`config.mk`:
```
export PLATFORM = sky130hd
export DESIGN_NAME = regfile_wb_arbiter
export DESIGN_NICKNAME = d
export VERILOG_FILES = /design/src/rtl/wb_arb_pkg.sv /design/src/rtl/rr_arbiter2.sv /design/src/rtl/regfile_wb_arbiter.sv
export SDC_FILE = /design/constraint.sdc
export NUM_CORES = 1
export LEC_CHECK = 0
export CAP_MARGIN = 25
export CORE_MARGIN = 5
export CORE_UTILIZATION = 35
export DETAILED_ROUTE_END_ITERATION = 8
export GPL_ROUTABILITY_DRIVEN = 0
export GPL_TIMING_DRIVEN = 1
export PLACE_DENSITY_LB_ADDON = 0.2
export SETUP_SLACK_MARGIN = 0.02
export SYNTH_ARGS = -nofsm -noshare
export SYNTH_HDL_FRONTEND = slang
export SYNTH_SLANG_ARGS = --single-unit
export TNS_END_PERCENT = 1
```
`constraint.sdc`:
```
create_clock -name clk -period 1.45 [get_ports clk]
set_input_delay 0.145 -clock clk [delete_from_list [all_inputs] [get_ports clk]]
set_output_delay 0.145 -clock clk [all_outputs]
set_load 0.03 [all_outputs]
```
`src/rtl/wb_arb_pkg.sv`:
```
// Shared constants for the regfile writeback arbiter (see regfile_wb_arbiter,
// optional statistics enabled with WB_ARB_STATS_EN).
package wb_arb_pkg;

  localparam int DEF_DATA_WIDTH = 32;
  localparam int DEF_ADDR_WIDTH = 5;
  localparam int X0_ADDR        = 0;

  typedef enum logic {
    SRC_ALU = 1'b0,
    SRC_LD  = 1'b1
  } wb_src_e;

endpackage

```
`src/rtl/rr_arbiter2.sv`:
```
// Two-request round-robin arbiter. The priority pointer only moves on a
// contested grant and then points at the loser.
module rr_arbiter2
  import wb_arb_pkg::*;
(
  input  logic       clk,
  input  logic       rst,
  input  logic       stall,
  input  logic [1:0] req,
  output logic [1:0] gnt,
  output wb_src_e    gnt_src
);

  wb_src_e ptr_q, ptr_d;

  always_comb begin
    gnt   = 2'b00;
    ptr_d = ptr_q;
    if (rst && !stall) begin
      if (req == 2'b11) begin
        if (ptr_q == SRC_LD) begin
          gnt   = 2'b10;
          ptr_d = SRC_ALU;
        end else begin
          gnt   = 2'b01;
          ptr_d = SRC_LD;
        end
      end else if (req[0]) begin
        gnt = 2'b01;
      end else if (req[1]) begin
        gnt = 2'b10;
      end
    end
  end

  assign gnt_src = gnt[1] ? SRC_LD : SRC_ALU;

  always_ff @(posedge clk) begin
    if (!rst) ptr_q <= SRC_ALU;
    else      ptr_q <= ptr_d;
  end

endmodule

```
`src/rtl/regfile_wb_arbiter.sv`:
```
// Shares the regfile write port between the ALU and load writeback paths.
// Define WB_ARB_STATS_EN to add saturating grant/conflict counters.
module regfile_wb_arbiter
  import wb_arb_pkg::*;
#(
  parameter int DATA_WIDTH = DEF_DATA_WIDTH,
  parameter int ADDR_WIDTH = DEF_ADDR_WIDTH
`ifdef WB_ARB_STATS_EN
  ,
  parameter int CNT_WIDTH  = 16
`endif
) (
  input  logic                  clk,
  input  logic                  rst,
  input  logic                  wb_stall,
  input  logic                  s0_valid,
  input  logic [ADDR_WIDTH-1:0] s0_addr,
  input  logic [DATA_WIDTH-1:0] s0_data,
  output logic                  s0_ready,
  input  logic                  s1_valid,
  input  logic [ADDR_WIDTH-1:0] s1_addr,
  input  logic [DATA_WIDTH-1:0] s1_data,
  output logic                  s1_ready,
  output logic                  reg_write,
  output logic [ADDR_WIDTH-1:0] write_addr,
  output logic [DATA_WIDTH-1:0] write_data
`ifdef WB_ARB_STATS_EN
  ,
  output logic [CNT_WIDTH-1:0]  grant_cnt0,
  output logic [CNT_WIDTH-1:0]  grant_cnt1,
  output logic [CNT_WIDTH-1:0]  conflict_cnt
`endif
);

  logic [1:0]            req, gnt;
  wb_src_e               gnt_src;
  logic                  xfer;
  logic [ADDR_WIDTH-1:0] sel_addr;
  logic [DATA_WIDTH-1:0] sel_data;

  logic                  reg_write_q, reg_write_d;
  logic [ADDR_WIDTH-1:0] write_addr_q, write_addr_d;
  logic [DATA_WIDTH-1:0] write_data_q, write_data_d;

  assign req = {s1_valid, s0_valid};

  rr_arbiter2 u_arb (
    .clk     (clk),
    .rst     (rst),
    .stall   (wb_stall),
    .req     (req),
    .gnt     (gnt),
    .gnt_src (gnt_src)
  );

  assign s0_ready = gnt[0];
  assign s1_ready = gnt[1];
  assign xfer     = |gnt;

  // x0 writes are consumed so the source is released, but never enable the regfile.
  always_comb begin
    sel_addr     = (gnt_src == SRC_LD) ? s1_addr : s0_addr;
    sel_data     = (gnt_src == SRC_LD) ? s1_data : s0_data;
    reg_write_d  = xfer && (sel_addr != ADDR_WIDTH'(X0_ADDR));
    write_addr_d = xfer ? sel_addr : write_addr_q;
    write_data_d = xfer ? sel_data : write_data_q;
  end

  always_ff @(posedge clk) begin
    if (!rst) begin
      reg_write_q  <= 1'b0;
      write_addr_q <= '0;
      write_data_q <= '0;
    end else begin
      reg_write_q  <= reg_write_d;
      write_addr_q <= write_addr_d;
      write_data_q <= write_data_d;
    end
  end

  assign reg_write  = reg_write_q;
  assign write_addr = write_addr_q;
  assign write_data = write_data_q;

`ifdef WB_ARB_STATS_EN
  logic [CNT_WIDTH-1:0] grant_cnt0_q, grant_cnt0_d;
  logic [CNT_WIDTH-1:0] grant_cnt1_q, grant_cnt1_d;
  logic [CNT_WIDTH-1:0] conflict_cnt_q, conflict_cnt_d;

  always_comb begin
    grant_cnt0_d   = grant_cnt0_q;
    grant_cnt1_d   = grant_cnt1_q;
    conflict_cnt_d = conflict_cnt_q;
    if (gnt[0] && grant_cnt0_q != '1)
      grant_cnt0_d = grant_cnt0_q + CNT_WIDTH'(1);
    if (gnt[1] && grant_cnt1_q != '1)
      grant_cnt1_d = grant_cnt1_q + CNT_WIDTH'(1);
    if (req == 2'b11 && !wb_stall && conflict_cnt_q != '1)
      conflict_cnt_d = conflict_cnt_q + CNT_WIDTH'(1);
  end

  always_ff @(posedge clk) begin
    if (!rst) begin
      grant_cnt0_q   <= '0;
      grant_cnt1_q   <= '0;
      conflict_cnt_q <= '0;
    end else begin
      grant_cnt0_q   <= grant_cnt0_d;
      grant_cnt1_q   <= grant_cnt1_d;
      conflict_cnt_q <= conflict_cnt_d;
    end
  end

  assign grant_cnt0   = grant_cnt0_q;
  assign grant_cnt1   = grant_cnt1_q;
  assign conflict_cnt = conflict_cnt_q;
`endif

endmodule

```
==> metrics.md <==
| Metric | Value |
|---|---|
| Hold Path Depth | `3` |
| Main synth FF type | `dfxtp_1` |
| RSZ-0062 raised after global routing | `no` |
| Post-Syn Area per Cell | `between 8 and 9 sq um` |
| Minimum clock period | `approximately 1.4 ns` |
| Final net count | `around 400` |
| Post-synthesis sequential area ratio | `a little under half` |
| Status | `complete, no violations` |
| Crit. End Element | `output port` |
| Grt total ovfl | `0` |
| Power Density | `around 830 nW/um^2` |
| Num CTS Buffers | `5` |
| Arr. time, crit path | `between 1 and 1.5 ns` |
| # rows | `25` |
| Dominant cell type by area after synthesis | `dfxtp_1` |
| Leakage power | `~1.5 nW` |
| Syn Std Cell Area | `between 1500 and 2000 sq um` |
| PortBufs | `roughly 120` |
| Syn Nets | `approximately 280` |
| Worst path cell trace | `clkdlybuf4s50_1 -> nand2b_4 -> a211oi_2 -> buf_4 -> buf_4` |
| Setup CP Type | `in2out` |
| WL met1 | `between 2000 and 2500 um` |
| Worst-margin pin slew | `approximately 0.38 ns` |
| Die Area | `6340 sq um` |
| Clk buf depth | `2` |
| Ratio of cells with drive above 1 in the final layout | `under 10%` |
| Synth area leaders | `dfxtp_1, mux2i_1, nand2_1` |
| Syn Inst Count | `around 200` |
| Initial DRC count | `88` |
| First-pass GRT wire length | `8130 um` |
| Synth-to-Final Area Change | `82.5%` |
| Initial Util | `35.9%` |
| Critical path's largest stage delay | `0.42 ns` |
| Top cell family by delay on the critical path | `buffers and inverters` |
| DP Worst Slack | `-0.120 ns` |
| Routed WL | `between 5000 and 6000 um` |
| Final core occ | `65.5%` |
| DR vias | `about 1800` |
| Clock Sinks | `39` |
| Clock-pin slew of the registers on the worst-case setup and hold paths | `approximately 0.070 ns` |
| Final Worst Setup Slack | `roughly 0.076 ns` |
| Min-delay worst type | `in2reg` |
| Total GRT Usage | `approximately 16%` |
| Wire length on met2 | `2650 um` |
| CTS tree | `done` |
| Final setup vio count | `0` |
| Max Freq | `between 0.7 and 0.8 GHz` |
| Clock skew | `between 0.002 and 0.003 ns` |
| Final ANT Viol Nets | `0` |
| Most frequent CP cell | `buf_4` |
| Cell with the most instances after synthesis | `nand2_1` |
| Worst path required time | `~1.3 ns` |
| Hold Vio Cnt, Final | `0` |
| Residual DRC | `0` |
| CP Buf/Inv Count | `3` |
| Rel. slew slack | `74.4%` |
| Io pins | `119` |
| Initial antenna violation count | `0` |
| Crit path max-delay cell type | `clkdlybuf4s50_1` |
| H-tree levels | `2` |
| Largest net degree at the start of global routing | `33` |
| Yosys warning total | `0` |
| Vias in the first global route | `approximately 1700` |
| DR pass1 iterations | `4` |
| CTS Root Cell | `clkbuf_8` |
| Post-synth EDFFs | `0` |
| Synth Register Bits | `39` |
| Die width | `79.6 um` |
| Met3 routed WL | `~480 um` |
| Ys async rst share | `0%` |
| Top routing layer used | `met4` |
| Worst setup SP type | `input port` |
| Max-cap violations | `0` |
| Worst-case reg-to-reg path depth | `6` |
| Tcrit/Tclk final | `a little over nine tenths` |
| Most frequent cells after synthesis | `nand2_1, dfxtp_1, nand3_1` |
| Wirelength per Cell | `13.5 um` |
| Pins Over Slew Limit | `0` |
| DP HPWL | `4180 um` |
| VDD IR max | `0.425 mV` |
| Worst hold margin | `0.401 ns` |
| Die H | `slightly below 80 um` |
| Worst skew pair latency | `0.27 ns` |
| CP Max Fanout | `4` |
| Worst path depth | `5` |
| Core ar. | `~4700 sq um` |
| Synth top area share | `between 40% and 50%` |
| Yosys cell types | `29` |
| Inserted Diodes | `0` |
| Vias per Instance | `roughly 4.7` |
| Total chip power | `about 0.0026 W` |
## stage by stage
stage           TNS (ns)  cell area (sq um)  cells
5_1_grt                0               3090    390
4_1_cts        -0.000423               3060    389
6_report               0               3090    390
3_3_place_gp       -2.30               3000    382
2_1_floorplan          0               1700    197
3_5_place_dp       -3.45               3000    382
## power breakdown
part,leakage [nW],internal [W],switching [W]
clock,0.0371,0.000321,0.000334
sequential,0.322,0.00115,0.0000346
combinational,1.16,0.000380,0.000361
total,1.52,0.00185,0.000729
## worst reg2reg max path: stages (launching register included)
cell and delay (ns):
dfxtp_4 0.38, inv_2 0.06, a211oi_4 0.25, buf_4 0.15, buf_4 0.10, nand3_1 0.06, o311a_1 0.12
## metal layers
metal / up-vias / track usage (%)
met1: 827 / 18.9
met5: - / 0
met3: 2 / 4.74
met4: 0 / 5.15
li1: 941 / -
met2: 73 / 28.7
## kinds of logic after synthesis
group / after synthesis / synth area share (%)
and+or+nand+nor: 68 / 17.2
muxes: 16 / 9.45
AOI/OAI and AO/OA: 54 / 19.5
buffers and inverters: 19 / 7.31
xor gates and xnor gates: 1 / 0.517
DFF: 39 / 46.1
## cell usage in the layout, fill, tap and decap left out, types with 7 or more instances in the layout
cell             count
a31oi_1             11
o21ai_1             16
nand3_1             17
dlygate4sd2_1       34
buf_4               15
dfxtp_1             38
nand2_1             42
a22oi_1             10
mux2i_1             16
clkdlybuf4s50_1     75
o21ai_0             11
dlymetal6s2s_1       7
## final timing paths
check / endpoint / slack, ns / start
worst min register to register: write_data[15]$_SDFFE_PN0P_ / 0.46 / write_data[15]$_SDFFE_PN0P_
worst min-delay path: write_data[6]$_SDFFE_PN0P_ / 0.40 / s1_data[6]
worst max-delay path: s0_ready / 0.08 / wb_stall
worst max register to register: reg_write$_SDFF_PN0_ / 0.23 / u_arb.ptr_q$_SDFFE_PN0P_
## flip-flops by register name, summed over array words and instances, names as in the netlist
register and flops:
write_data 32, write_addr 5, reg_write 1, u_arb.ptr_q 1
## repair_timing
item | in CTS | in global routing
endpoints found under the setup margin | 33 | 9
pin swaps | 0 | 1
gates resized for setup | 38 | 11
hold buffers | 0 | 0
buffers inserted | 1 | 1
## layout make-up
| type | count | area, sq um |
|---|---|---|
| fill | 418 | 1630 |
| timing repair buffer | 136 | 1330 |
| multi-input combinational | 139 | 811 |
| sequential | 39 | 785 |
| tap | 67 | 83.8 |
| clock buffer | 6 | 72.6 |
| inverter | 3 | 11.3 |
Power figures use the tool's default switching activity.
